[config.mk]
export PLATFORM = sky130hd
export DESIGN_NAME = spr_edge_detect_mc_flat
export DESIGN_NICKNAME = d
export VERILOG_FILES = /design/src/rtl/spr_edge_detect_mc_pkg.sv /design/src/rtl/spr_edge_detect_mc_if.sv /design/src/rtl/spr_edge_detect_mc_classify.sv /design/src/rtl/spr_edge_detect_mc.sv /design/src/flat_wrapper.sv
export SDC_FILE = /design/constraint.sdc
export NUM_CORES = 1
export LEC_CHECK = 0
export CAP_MARGIN = 10
export CELL_PAD_IN_SITES_DETAIL_PLACEMENT = 1
export CELL_PAD_IN_SITES_GLOBAL_PLACEMENT = 2
export CORE_UTILIZATION = 40
export DETAILED_ROUTE_END_ITERATION = 12
export GPL_TIMING_DRIVEN = 0
export PLACE_DENSITY_LB_ADDON = 0.1
export SLEW_MARGIN = 20
export SYNTH_ARGS = -nofsm -noshare
export SYNTH_HDL_FRONTEND = slang
export SYNTH_SLANG_ARGS = --single-unit
export TNS_END_PERCENT = 10
[constraint.sdc]
create_clock -name clk -period 9 [get_ports clk]
set_clock_uncertainty 0.15 [all_clocks]
set_input_delay 2.7 -clock clk [delete_from_list [all_inputs] [get_ports clk]]
set_output_delay 2.7 -clock clk [all_outputs]
set_load 0.005 [all_outputs]
[src/rtl/spr_edge_detect_mc_pkg.sv]
// spr_pkg: shared FSM states, edge flag bit positions and default widths for the SPR edge detector
package spr_pkg;
   typedef enum logic [1:0] {IDLE, FILL, RUN} state_t;
   localparam int EDGE2_B = 3;
   localparam int EDGE3_B = 2;
   localparam int EDGE4_B = 1;
   localparam int EDGE5_B = 0;
   localparam int DW_DEF = 12;
   localparam int NCH_DEF = 3;
   localparam int TW_DEF = 12;
   localparam int SHIFT_DEF = 4;
   localparam int CW_DEF = 12;
endpackage

[src/rtl/spr_edge_detect_mc_if.sv]
// spr_edge_detect_mc_if: pixel stream in, classified centre pixel out
// SPR_EDGE_STATS_EN adds the per-line edge count and its strobe
interface spr_edge_detect_mc_if #(
   parameter int DW = 12,
   parameter int NCH = 3,
   parameter int TW = 12,
   parameter int CW = 12
);
   logic                i_hs;
   logic                i_vs;
   logic [NCH*DW-1:0]   i_pix;
   logic [TW-1:0]       spr_thr_edge;
   logic                o_valid;
   logic [NCH*DW-1:0]   o_pix;
   logic                o_border;
   logic [NCH-1:0]      o_original;
   logic [4*NCH-1:0]    o_edge;
`ifdef SPR_EDGE_STATS_EN
   logic [CW-1:0]       o_line_edge_cnt;
   logic                o_stats_valid;
   modport master (output i_hs, i_vs, i_pix, spr_thr_edge,
                   input o_valid, o_pix, o_border, o_original, o_edge, o_line_edge_cnt, o_stats_valid);
   modport slave  (input i_hs, i_vs, i_pix, spr_thr_edge,
                   output o_valid, o_pix, o_border, o_original, o_edge, o_line_edge_cnt, o_stats_valid);
`else
   modport master (output i_hs, i_vs, i_pix, spr_thr_edge,
                   input o_valid, o_pix, o_border, o_original, o_edge);
   modport slave  (input i_hs, i_vs, i_pix, spr_thr_edge,
                   output o_valid, o_pix, o_border, o_original, o_edge);
`endif
endinterface

[src/rtl/spr_edge_detect_mc_classify.sv]
// spr_edge_classify: one channel's original flag and {edge2,edge3,edge4,edge5} from a prev/curr/next window
module spr_edge_classify import spr_pkg::*; #(
   parameter int DW = DW_DEF,
   parameter int TW = TW_DEF,
   parameter int SHIFT = SHIFT_DEF
) (
   input  logic [DW-1:0] prev_i,
   input  logic [DW-1:0] curr_i,
   input  logic [DW-1:0] next_i,
   input  logic [TW-1:0] thr_i,
   output logic          original_o,
   output logic [3:0]    edge_o
);
   localparam int AW = (DW + 1 > TW) ? DW + 1 : TW;
   logic [DW:0]   dp, dn, mp, mn;
   logic [AW-1:0] ap, an, thr;
   logic          neg, p_ge, n_ge, n_gt;
   assign dp = {1'b0, curr_i} - {1'b0, prev_i};
   assign dn = {1'b0, curr_i} - {1'b0, next_i};
   assign mp = dp[DW] ? -dp : dp;
   assign mn = dn[DW] ? -dn : dn;
   assign ap = AW'(mp >> SHIFT);
   assign an = AW'(mn >> SHIFT);
   assign thr = AW'(thr_i);
   assign neg = dp[DW];
   assign p_ge = ap >= thr;
   assign n_ge = an >= thr;
   assign n_gt = an > thr;
   // an == thr lands in edge2 on a rising step but edge4 on a falling one
   assign edge_o[EDGE2_B] = !neg && p_ge && n_ge;
   assign edge_o[EDGE3_B] = !neg && p_ge && !n_ge;
   assign edge_o[EDGE4_B] = neg && p_ge && !n_gt;
   assign edge_o[EDGE5_B] = neg && p_ge && n_gt;
   assign original_o = (prev_i == '0) ^ (curr_i == '0);
endmodule

[src/rtl/spr_edge_detect_mc.sv]
// spr_edge_detect_mc: streaming multi-channel edge detector with border replication and end-of-line flush
// SPR_EDGE_STATS_EN adds a saturating per-line count of results carrying any edge flag
module spr_edge_detect_mc import spr_pkg::*; #(
   parameter int DW = DW_DEF,
   parameter int NCH = NCH_DEF,
   parameter int TW = TW_DEF,
   parameter int SHIFT = SHIFT_DEF,
   parameter int CW = CW_DEF
) (
   input logic clk,
   input logic rst,
   spr_edge_detect_mc_if.slave bus
);
   localparam int PW = NCH * DW;
   state_t            state_q, state_d;
   logic [PW-1:0]     cur_q, cur_d, prv_q, prv_d, win_p, win_n;
   logic              acc, gap, eval, bdr, last;
   logic [NCH-1:0]    orig_w, orig_q;
   logic [4*NCH-1:0]  edge_w, edge_q;
   logic [PW-1:0]     pix_q;
   logic              valid_q, border_q;
   assign acc = bus.i_hs && bus.i_vs;
   assign gap = !bus.i_hs && bus.i_vs;
   // cur_q is the centre pixel; the incoming pixel is the right neighbour
   always_comb begin
      state_d = state_q;
      cur_d = cur_q;
      prv_d = prv_q;
      win_p = (state_q == FILL) ? cur_q : prv_q;
      win_n = gap ? cur_q : bus.i_pix;
      eval = 1'b0;
      bdr = 1'b0;
      last = 1'b0;
      if (!bus.i_vs) state_d = IDLE;
      else case (state_q)
         IDLE: if (acc) begin
            cur_d = bus.i_pix;
            state_d = FILL;
         end
         FILL, RUN: if (acc) begin
            eval = 1'b1;
            bdr = state_q == FILL;
            prv_d = cur_q;
            cur_d = bus.i_pix;
            state_d = RUN;
         end else if (gap) begin
            eval = 1'b1;
            bdr = 1'b1;
            last = 1'b1;
            state_d = IDLE;
         end
         default: state_d = IDLE;
      endcase
   end
   for (genvar c = 0; c < NCH; c++) begin : g_ch
      spr_edge_classify #(.DW(DW), .TW(TW), .SHIFT(SHIFT)) u_cls (
         .prev_i     (win_p[c*DW +: DW]),
         .curr_i     (cur_q[c*DW +: DW]),
         .next_i     (win_n[c*DW +: DW]),
         .thr_i      (bus.spr_thr_edge),
         .original_o (orig_w[c]),
         .edge_o     (edge_w[c*4 +: 4])
      );
   end
   always_ff @(posedge clk or posedge rst) begin
      if (rst) begin
         state_q <= IDLE;
         cur_q <= '0;
         prv_q <= '0;
         valid_q <= 1'b0;
         pix_q <= '0;
         border_q <= 1'b0;
         orig_q <= '0;
         edge_q <= '0;
      end else begin
         state_q <= state_d;
         cur_q <= cur_d;
         prv_q <= prv_d;
         valid_q <= eval;
         pix_q <= eval ? cur_q : '0;
         border_q <= bdr;
         orig_q <= eval ? orig_w : '0;
         edge_q <= eval ? edge_w : '0;
      end
   end
   assign bus.o_valid = valid_q;
   assign bus.o_pix = pix_q;
   assign bus.o_border = border_q;
   assign bus.o_original = orig_q;
   assign bus.o_edge = edge_q;
`ifdef SPR_EDGE_STATS_EN
   logic [CW-1:0] cnt_q, cnt_d, lcnt_q;
   logic          stats_q;
   assign cnt_d = (|edge_w && !(&cnt_q)) ? cnt_q + 1'b1 : cnt_q;
   always_ff @(posedge clk or posedge rst) begin
      if (rst) begin
         cnt_q <= '0;
         lcnt_q <= '0;
         stats_q <= 1'b0;
      end else begin
         cnt_q <= (!bus.i_vs || last || state_q == IDLE) ? '0 : eval ? cnt_d : cnt_q;
         lcnt_q <= last ? cnt_d : lcnt_q;
         stats_q <= last;
      end
   end
   assign bus.o_line_edge_cnt = lcnt_q;
   assign bus.o_stats_valid = stats_q;
`endif
endmodule

[src/flat_wrapper.sv]
// flat-port wrapper written by rule: the top's interface ports become plain ports
module spr_edge_detect_mc_flat import spr_pkg::*;
#(
   parameter int DW = DW_DEF,
   parameter int NCH = NCH_DEF,
   parameter int TW = TW_DEF,
   parameter int SHIFT = SHIFT_DEF,
   parameter int CW = CW_DEF
)
  (clk, rst, bus_i_hs, bus_i_vs, bus_i_pix, bus_spr_thr_edge, bus_o_valid, bus_o_pix, bus_o_border, bus_o_original, bus_o_edge);
  spr_edge_detect_mc_if #(.DW(DW), .NCH(NCH), .TW(TW), .CW(CW)) bus_i ();
  input logic clk;
  input logic rst;
  input wire logic [$bits(bus_i.i_hs)-1:0] bus_i_hs;
  input wire logic [$bits(bus_i.i_vs)-1:0] bus_i_vs;
  input wire logic [$bits(bus_i.i_pix)-1:0] bus_i_pix;
  input wire logic [$bits(bus_i.spr_thr_edge)-1:0] bus_spr_thr_edge;
  output wire logic [$bits(bus_i.o_valid)-1:0] bus_o_valid;
  output wire logic [$bits(bus_i.o_pix)-1:0] bus_o_pix;
  output wire logic [$bits(bus_i.o_border)-1:0] bus_o_border;
  output wire logic [$bits(bus_i.o_original)-1:0] bus_o_original;
  output wire logic [$bits(bus_i.o_edge)-1:0] bus_o_edge;
  assign bus_i.i_hs = bus_i_hs;
  assign bus_i.i_vs = bus_i_vs;
  assign bus_i.i_pix = bus_i_pix;
  assign bus_i.spr_thr_edge = bus_spr_thr_edge;
  assign bus_o_valid = bus_i.o_valid;
  assign bus_o_pix = bus_i.o_pix;
  assign bus_o_border = bus_i.o_border;
  assign bus_o_original = bus_i.o_original;
  assign bus_o_edge = bus_i.o_edge;
  spr_edge_detect_mc #(.DW(DW), .NCH(NCH), .TW(TW), .SHIFT(SHIFT), .CW(CW)) u_core (.clk(clk), .rst(rst), .bus(bus_i));
endmodule
# --- Word-level counts from Yosys, hierarchy flattened ---
# Cells that the tools add are included.
classes:
  order_cmp: 9
  n_eq_ne: 4
  mux: 23
  bitwise_logic: 3
  n_reduce_logical: 42
  add_sub_neg: 12
op_table:
  columns: ["op", "count"]
  rows:
  - ["36-bit two-way mux", 3]
  - ["13-bit two-way mux", 6]
  - ["13-bit negator", 6]
  - ["12-bit by 12-bit subtractor with 13-bit output", 6]
  - ["9-bit by 12-bit >= comparator with 1-bit output", 6]
  - ["12-bit logical NOT", 6]
  - ["9-bit by 12-bit greater-than comparator with 1-bit output", 3]
  - ["1-bit logical AND", 20]
  - ["12-bit two-way mux", 1]
  - ["1-bit logical NOT", 10]
  - ["2-bit two-way mux", 4]
  - ["1-bit two-way mux", 7]
  - ["3-bit AND reduction", 2]
  - ["4-bit by 2-bit != test with 1-bit output, second input constant", 1]
  - ["2-bit case mux with 2 select lines", 1]
  - ["3-bit two-way mux", 1]
  - ["3-bit by 2-bit != test with 1-bit output, second input constant", 1]
  - ["3-bit OR reduction", 1]
  - ["1-bit XOR", 3]
  - ["2-bit by 1-bit == test with 1-bit output, second input constant", 1]
  - ["2-bit == test, second input constant", 1]
  - ["2-bit logical NOT", 1]
  - ["2-bit AND reduction", 1]
  - ["2-bit OR reduction", 1]
word_totals:
  ff_bits: 127
  out_inout_bits: 53

# --- Logic depth before layout (Yosys ltp) ---
# Gate-level depths: netlist of run 1.
logic_depth:
  ltp_word: 10
  depth_mapped: 30

# --- Cells and area by module ---
# From an unflattened synthesis of run 1, not the netlist that was laid out.
hier_totals:
  cells_unflattened: 1274
  area_unflattened_um2: 12136.6
modules_own_cells:
  columns: ["module", "cells_per_inst", "area_each_um2", "instances", "seq_area_each_um2"]
  rows:
  - ["spr_edge_detect_mc", 365, 5728.0, 1, 3178.0]
  - ["spr_edge_classify (u_core.g_ch[1].u_cls ...)", 310, 2185.8, 2, 0.0]
  - ["spr_edge_classify (u_core.g_ch[0].u_cls)", 289, 2037.0, 1, 0.0]

# --- Worst setup path before layout of run 1 ---
# OpenSTA, ideal clock, no wires.
synth_path:
  path_type: "input-to-reg"
  startpoint: "in bus_i_hs"
  endpoint: "reg u_core.edge_q[7], in the netlist u_core.bus.o_edge[7]"
  path_buffers: 2
  setup_slack_ns: 1.686
  t_arrival_ns: 7.047
  path_stages: 23
  cell_sequence: "nand2b_1 -> clkbuf_1 -> clkbuf_1 -> mux2i_1 -> fa_1 -> a21o_1 -> a21oi_1 -> o211ai_1 -> a21oi_1 -> o21ai_0 -> a211oi_1 -> o21bai_1 -> a21o_1 -> xnor2_1 -> ha_1 -> a21o_1 -> a211o_1 -> a21oi_1 -> o21ai_0 -> a21oi_1 -> nor2_1 -> nor2_1 -> nor2_1"
synth_via:
  elab_chain_len: 9
  elab_cells_between_ends: 14
  classes_between: "2 x add/sub; 1 x order compare; 7 x mux; 4 x reduce/logical"
synth_lines:
  columns: ["item", "line", "text"]
  rows:
  - ["from (decl)", "flat_wrapper.sv:14", "input wire logic [$bits(bus_i.i_hs)-1:0] bus_i_hs;"]
  - ["1-bit logical NOT", "spr_edge_detect_mc.sv:23", "assign gap = !bus.i_hs && bus.i_vs;"]
  - ["1-bit logical AND", "spr_edge_detect_mc.sv:23", null]
  - ["36-bit two-way mux", "spr_edge_detect_mc.sv:30", "win_n = gap ? cur_q : bus.i_pix;"]
  - ["12-bit by 12-bit subtractor with 13-bit output", "spr_edge_detect_mc_classify.sv:19", "assign dn = {1'b0, curr_i} - {1'b0, next_i};"]
  - ["13-bit negator", "spr_edge_detect_mc_classify.sv:21", "assign mn = dn[DW] ? -dn : dn;"]
  - ["13-bit two-way mux", "spr_edge_detect_mc_classify.sv:21", null]
  - ["9-bit by 12-bit >= comparator with 1-bit output", "spr_edge_detect_mc_classify.sv:27", "assign n_ge = an >= thr;"]
  - ["1-bit logical AND", "spr_edge_detect_mc_classify.sv:30", "assign edge_o[EDGE2_B] = !neg && p_ge && n_ge;"]
  - ["12-bit two-way mux *", "spr_edge_detect_mc.sv:83", "edge_q <= eval ? edge_w : '0;"]
  - ["to (signal assigned)", "spr_edge_detect_mc.sv:83", null]
  - ["to (decl)", "spr_edge_detect_mc.sv:19", "logic [4*NCH-1:0] edge_w, edge_q;"]
# Mark *: on every way between the ends. The rest lies on a longest branch, timed or not.
# A chain may end at the register's enable or synchronous reset.

# --- Worst setup path in the final report of run 1 ---
layout_path:
  startpoint: "in bus_i_vs"
  endpoint: "reg u_core.edge_q[6], in the netlist u_core.bus.o_edge[6]"
layout_via:
  elab_chain_len: 9
  elab_cells_between_ends: 14
  classes_between: "2 x add/sub; 1 x order compare; 7 x mux; 4 x reduce/logical"
layout_lines:
  columns: ["item", "line", "text"]
  rows:
  - ["from (decl)", "flat_wrapper.sv:15", "input wire logic [$bits(bus_i.i_vs)-1:0] bus_i_vs;"]
  - ["1-bit logical AND", "spr_edge_detect_mc.sv:23", null]
  - ["36-bit two-way mux", "spr_edge_detect_mc.sv:30", null]
  - ["12-bit by 12-bit subtractor with 13-bit output", "spr_edge_detect_mc_classify.sv:19", null]
  - ["13-bit negator", "spr_edge_detect_mc_classify.sv:21", null]
  - ["13-bit two-way mux", "spr_edge_detect_mc_classify.sv:21", null]
  - ["9-bit by 12-bit >= comparator with 1-bit output", "spr_edge_detect_mc_classify.sv:27", null]
  - ["1-bit logical NOT", "spr_edge_detect_mc_classify.sv:31", "assign edge_o[EDGE3_B] = !neg && p_ge && !n_ge;"]
  - ["1-bit logical AND", "spr_edge_detect_mc_classify.sv:31", null]
  - ["12-bit two-way mux *", "spr_edge_detect_mc.sv:83", null]
# Marked as above.

==> flow_summary.json, run 1 <==
{
  "clockRootBuffer": "clkbuf_16",
  "fp.dieH_um": 167,
  "finalSetupViolations": 0,
  "crit_path_max_fanout": 10,
  "worst_setup_path_start_kind": "input pin",
  "clkLatencyLatePin_ns": 0.44,
  "gr-total-overflow": 0,
  "fin_crit_sh_pct": 94.8,
  "dp_hpwl_mm": 25.7,
  "status": "completed",
  "synth-edff-count": 0,
  "mostFrequentLayoutCells": "dfrtp_1, ha_1, clkdlybuf4s50_1",
  "antenna_found_initial": 0,
  "firstDrtPassIters": 5,
  "finish.utilization_pct": 48.7,
  "synth_ff_type": "dfrtp_1",
  "syn_to_final_growth_pct": 19.8,
  "track_usage_pct": 25.0,
  "multiInputGateArea_um2": 7380,
  "io_pins": 105,
  "clock_sinks": 127,
  "htree_levels": 4,
  "final_common_cell": "dfrtp_1",
  "synthesis.area_um2": 10900,
  "cts_inserted_buffers": 17,
  "routabilityCongestion": 0.805,
  "final.setup.tns_ns": 0,
  "tightest_slew_ns": 0.850,
  "drtAntennaViolNets": 0,
  "p_per_area_nw_per_um2": 346,
  "synth_nets": 1346,
  "seq_area_frac_synth_pct": 29.1,
  "initial_core_util_pct": 40.6,
  "async_reset_ff_share_pct": 100,
  "grt_max_degree": 71,
  "end_kind": "register",
  "ys_seq_elements": 127,
  "rr_startpoint": "u_core.state_q[1]",
  "drtIter0Drc": 427,
  "grt_pass1_wl_mm": 53.8,
  "crit_type": "in -> reg",
  "stdcell_count": 1645,
  "drv_slew": 0,
  "wl_mm": 33.5,
  "final.min_clock_period_ns": 8.53,
  "syn-instance-count": 1168,
  "grt_setup_unrepaired": "no",
  "dp.cells": 1614,
  "fmax_ghz": 0.117,
  "drc": 0,
  "wl_per_cell_um": 20.3,
  "yosys_warnings": 0,
  "avgSynthCellArea_um2": 9.35,
  "core_um2": 26900,
  "io_buffers": 104,
  "ys_types": 83,
  "fill_cells": 3100,
  "clk_pin_slew_ns": 0.07,
  "maxCapViolCount": 0,
  "cp.required_ns": 9.17,
  "nets": 1469,
  "post-cts-setup-buffers": 0,
  "hp-start": "u_core.prv_q[24]",
  "rows": 60,
  "p_leak_uw": 0.00586,
  "diodes": 0,
  "cp_data_arrival_time_ns": 8.69,
  "die_x_um": 167,
  "num_vias": 9228,
  "critPathLaunch": "bus_i_vs",
  "cts_max_path_buffers": 2,
  "vias_per_cell": 5.61,
  "cts_tree": "yes",
  "regArea_um2": 3180,
  "max_slew_margin_pct": 43.3,
  "finalHoldViolCount": 0,
  "min_path_type": "reg -> reg",
  "die_area_um2": 28000,
  "peakVddDrop_mv": 0.161,
  "grt_pass1_vias": 9620,
  "drive_above_1_share_pct": 11.2
}
## logic make-up (layout without fill, tap and decap cells)
logic type	after synthesis	after routing	share of synthesized area [%]
compound gates	242	242	14.8
simple gates	349	349	16.7
mux	124	124	12.1
flops	127	127	29.1
buf+inv	87	223	3.33
fa+ha+maj	130	130	15.2
xor+xnor	109	109	8.74
## final timing paths
path                                         to  slack (ns)  depth (start not counted)
max                        u_core.bus.o_edge[6]        0.47                         24
min                            u_core.prv_q[24]        0.33                          2
max reg2reg                u_core.bus.o_edge[4]        1.64                         28
min reg2reg                    u_core.prv_q[24]        0.33                          2
max in group asynchronous  u_core.bus.o_edge[3]        5.46                          3
min in group asynchronous      u_core.cur_q[13]        2.52                          2
## layout make-up
cell class	count	area share (%)
Multi-Input combinational cell	954	56.4
Clock buffer	17	3.25
Sequential cell	127	24.3
Inverter	47	1.41
Buffer	39	1.51
Timing Repair Buffer	105	8.17
Tap cell	341	3.26
Clock inverter	15	1.68
## flip-flops by register name (all words and copies together) (netlist names)
signal                 count
u_core.bus.o_border        1
u_core.bus.o_edge         12
u_core.bus.o_original      3
u_core.bus.o_pix          36
u_core.bus.o_valid         1
u_core.cur_q              36
u_core.prv_q              36
u_core.state_q             2
## routing by layer
metal	wire [um]	up-vias	GRT usage, %
met5	0	-	0
met4	675	0	7.34
met3	929	34	3.40
met2	15500	126	40.9
met1	16300	4578	34.2
li1	-	4490	-
## power by group
| part | total (uW) | internal (uW) | switching [uW] |
|---|---|---|---|
| combinational | 2910 | 1330 | 1580 |
| clock | 789 | 474 | 315 |
| sequential | 828 | 698 | 131 |
## synth_stat cells, types with 3 or more instances
cell	n	area [um^2]
nand2_1	55	206
a21oi_2	3	26.3
o21bai_1	6	45.0
fa_1	6	120
nand4_1	11	68.8
a21oi_1	64	320
mux2_2	68	766
mux2i_1	56	561
buf_4	3	22.5
nand3_1	21	105
and2_1	5	31.3
nor3_1	27	135
or3_1	6	37.5
nor2b_1	20	125
inv_1	47	176
o211ai_1	7	52.6
ha_1	120	1500
and4_1	3	26.3
buf_1	3	11.3
xnor2_1	78	683
o2111ai_1	3	26.3
buf_2	9	45.0
and3_1	32	200
clkbuf_1	23	86.3
a31oi_1	11	68.8
dfrtp_1	127	3180
o21a_1	17	128
a211oi_1	10	75.1
a21boi_0	3	22.5
o21ai_0	46	230
nor3b_1	8	60.1
or2_2	8	50.1
nor4_1	17	106
nand3b_1	7	52.6
xor2_1	31	272
o21ai_1	4	20.0
nand2b_1	25	156
a21o_1	25	188
nor2_1	91	342
a211o_1	4	35.0
## critical path, cell delays in order
cell and delay (ns):
clkdlybuf4s50_1 0.80, nand2b_2 0.29, clkbuf_4 0.34, o21ai_0 0.21, ha_1 0.20, inv_1 0.06
fa_1 0.40, a21o_1 0.19, a21oi_1 0.26, o211ai_1 0.17, a21oi_1 0.24, o21ai_0 0.16
a211oi_1 0.26, o21bai_1 0.26, a21o_1 0.24, xnor2_1 0.29, ha_1 0.32, a21o_1 0.20
a211o_1 0.29, a21oi_1 0.13, o21ai_0 0.10, a21oi_1 0.20, nor2_1 0.10, nor3_1 0.27
## stage by stage
stage | power, uW | setup WS, ns | area (um^2) | hold WS (ns)
after global placement | 3650 | -0.647 | 12400 | 0.309
after floorplan | 3040 | 1.69 | 10900 | 0.296
after global routing | 4970 | 0.175 | 13100 | 0.354
after CTS | 4560 | 0.117 | 13100 | 0.338
final | 4530 | 0.471 | 13100 | 0.332
after detailed placement | 3740 | -0.639 | 12400 | 0.323
## repair_timing
item | CTS | global route
hold buffers | 0 | 0
endpoints found under the setup margin | 8 | 12
resized for setup | 4 | 6
pin swaps | 0 | 0
(Power assumes the default switching activity.)
==> run 2, diff against run 1 <==
--- a/config.mk
+++ b/config.mk
@@ -8,7 +8,7 @@
 export CAP_MARGIN = 10
 export CELL_PAD_IN_SITES_DETAIL_PLACEMENT = 1
 export CELL_PAD_IN_SITES_GLOBAL_PLACEMENT = 2
-export CORE_UTILIZATION = 40
+export CORE_UTILIZATION = 37
 export DETAILED_ROUTE_END_ITERATION = 12
 export GPL_TIMING_DRIVEN = 0
 export PLACE_DENSITY_LB_ADDON = 0.1
==> constraint.sdc (replaced) <==
create_clock -name clk -period 9.6 [get_ports clk]
set_clock_uncertainty 0.15 [all_clocks]
set_input_delay 2.88 -clock clk [delete_from_list [all_inputs] [get_ports clk]]
set_output_delay 2.88 -clock clk [all_outputs]
set_load 0.005 [all_outputs]
==> run 2 against run 1 <==
Compared with the run above: combinational power down 6%; via count fell by 0.42%; hold slack better by 0.0045 ns; clock power is 14% lower; total power decreased by 7.8%; die area rose by 8.0%; critical path type unchanged; highest routed layer unchanged.
==> flow_summary.json, run 2 (same netlist as run 1, synthesis figures left out) <==
{
  "status": "completed",
  "p_total_uw": 4180,
  "die_x_um": 174,
  "crit_type": "in -> reg",
  "peakVddDrop_mv": 0.121,
  "final.min_clock_period_ns": 9.22,
  "cts_tree": "yes",
  "gr-total-overflow": 0,
  "firstDrtPassIters": 4,
  "clock_sinks": 127,
  "p_leak_uw": 0.00583,
  "grtUsageMet3_pct": 3.33,
  "p_seq_share_pct": 18.6,
  "cts_inserted_buffers": 17,
  "fin_crit_sh_pct": 96.1,
  "htree_levels": 4,
  "finalHoldViolCount": 0,
  "grt_setup_unrepaired": "no",
  "cp_data_arrival_time_ns": 9.42,
  "end_kind": "register",
  "fin_area_um2": 13100,
  "grt_max_degree": 73,
  "clkLatencyLatePin_ns": 0.44,
  "ctsResizeCount": 0,
  "routabilityCongestion": 0.793,
  "hp-start": "u_core.prv_q[0]",
  "hold_buffers": 0,
  "dp_hpwl_mm": 26.0,
  "track_usage_pct": 23.1,
  "crit_path_max_fanout": 10,
  "reg2regPathDepth": 28,
  "final.setup.tns_ns": 0,
  "max_slew_margin_pct": 28.9,
  "wl_per_cell_um": 20.0,
  "place_area_um2": 12500,
  "vias_per_cell": 5.44,
  "p_per_area_nw_per_um2": 320,
  "dp.cells": 1657,
  "io_buffers": 104,
  "antenna_found_initial": 0,
  "grt_pass1_vias": 9496,
  "fmax_ghz": 0.108,
  "finalSetupViolations": 0,
  "drv_slew": 0,
  "cts_max_path_buffers": 2,
  "p_sw_share_pct": 44.6,
  "drtAntennaViolNets": 0,
  "cp.required_ns": 9.80,
  "wl_mm": 33.7,
  "grt_use_met2_pct": 38.9,
  "rows": 62,
  "io_pins": 105,
  "fp.dieH_um": 174,
  "nets": 1470,
  "grt_pass1_wl_mm": 53.5,
  "die_area_um2": 30200,
  "tightest_slew_ns": 1.07,
  "combPwrFrac_pct": 65.2,
  "drtIter0Drc": 368,
  "diodes": 0,
  "drive_above_1_share_pct": 10.7,
  "switchingPower_uw": 1860,
  "mostFrequentLayoutCells": "dfrtp_1, ha_1, clkdlybuf4s50_1",
  "initial_core_util_pct": 37.8,
  "rrSetupSlack_ns": 2.20,
  "hold-path-cell-count": 2,
  "final_common_cell": "dfrtp_1",
  "num_vias": 9189,
  "stdcell_count": 1689,
  "clockRootBuffer": "clkbuf_16",
  "worst_setup_path_start_kind": "input pin",
  "grt_util_met1_pct": 31.2,
  "maxCapViolCount": 0,
  "drc": 0,
  "rr_startpoint": "u_core.state_q[1]",
  "grt.busiest_layer": "met2",
  "post-cts-setup-buffers": 0,
  "pwr-share-clk_pct": 16.2,
  "min_path_type": "reg -> reg",
  "clk_pin_slew_ns": 0.06,
  "syn_to_final_growth_pct": 19.7,
  "p_int_uw": 2310,
  "reg2reg_to": "u_core.bus.o_edge[4]",
  "core_um2": 28900,
  "hold_path_end": "u_core.prv_q[0]"
}
## run 2: changes by cell type in the layout (fill, tap and decap cells not counted)
cell | before | now
clkinv_2 | 0 | 5
clkdlybuf4s15_2 | 1 | 0
clkdlybuf4s15_1 | 0 | 1
clkbuf_1 | 19 | 24
inv_8 | 3 | 1
nand2b_2 | 1 | 0
nand2b_1 | 24 | 25
clkbuf_8 | 0 | 1
inv_6 | 6 | 0
bufinv_16 | 4 | 3
clkbuf_4 | 1 | 0
## run 2: layout make-up
class / instances / area (um^2)
clock inverter: 11 / 140
multi-input combinational: 954 / 7380
buffer: 40 / 196
inverter: 47 / 184
clock buffer: 21 / 450
timing repair buffer: 105 / 1070
tap: 384 / 480
fill: 3374 / 15800
sequential: 127 / 3180
## run 2: worst max-delay path: stages
cell and delay, ns:
clkdlybuf4s50_1 0.66, nand2b_1 0.24, clkbuf_1 0.43, clkdlybuf4s15_1 0.94
mux2i_1 0.30, fa_1 0.49, a21o_1 0.19, a21oi_1 0.40
o211ai_1 0.22, a31oi_1 0.24, nor2b_1 0.09, o21a_1 0.19
o21a_1 0.16, clkbuf_1 0.20, a311oi_1 0.36, xnor2_1 0.19
ha_1 0.28, a21oi_1 0.15, nor2b_1 0.06, o21ai_0 0.14
nand2b_1 0.07, a21oi_1 0.15, o22ai_1 0.14, nor3b_1 0.21
## run 2: stage by stage
| step | worst slack (ns) | utilization [%] | hold WS [ns] |
|---|---|---|---|
| after floorplan | 2.11 | - | 0.296 |
| after global placement | -0.148 | 43.1 | 0.310 |
| after detailed placement | -0.231 | 43.2 | 0.322 |
| after CTS | 0.207 | 45.3 | 0.334 |
| after global routing | 0.000843 | 45.3 | 0.364 |
| final | 0.378 | 45.3 | 0.336 |
## run 2: layer usage
| layer | share of wire (%) | wire length, um |
|---|---|---|
| met1 | 48 | 16300 |
| met3 | 3.1 | 1030 |
| met4 | 0.93 | 315 |
| met5 | 0 | 0 |
| met2 | 48 | 16000 |
## run 2: worst max path at each step
stage / slack (ns) / cells past startpoint / start / to
2_1_floorplan: 2.11 / 23 / bus_i_hs / u_core.bus.o_edge[7]
3_3_place_gp: -0.15 / 24 / bus_i_vs / u_core.bus.o_edge[7]
3_5_place_dp: -0.23 / 23 / bus_i_vs / u_core.bus.o_edge[4]
4_1_cts: 0.21 / 24 / bus_i_vs / u_core.bus.o_edge[7]
5_1_grt: 0.0008 / 25 / bus_i_vs / u_core.bus.o_edge[11]
6_report: 0.38 / 24 / bus_i_vs / u_core.bus.o_edge[10]
## run 2: power by group through the flow
stage	logic [uW]	clock network [uW]	registers [uW]
2_1_floorplan	2110	0	743
3_3_place_gp	2660	0	779
3_5_place_dp	2720	0	784
4_1_cts	2740	695	776
5_1_grt	3060	716	795
6_report	2730	677	776
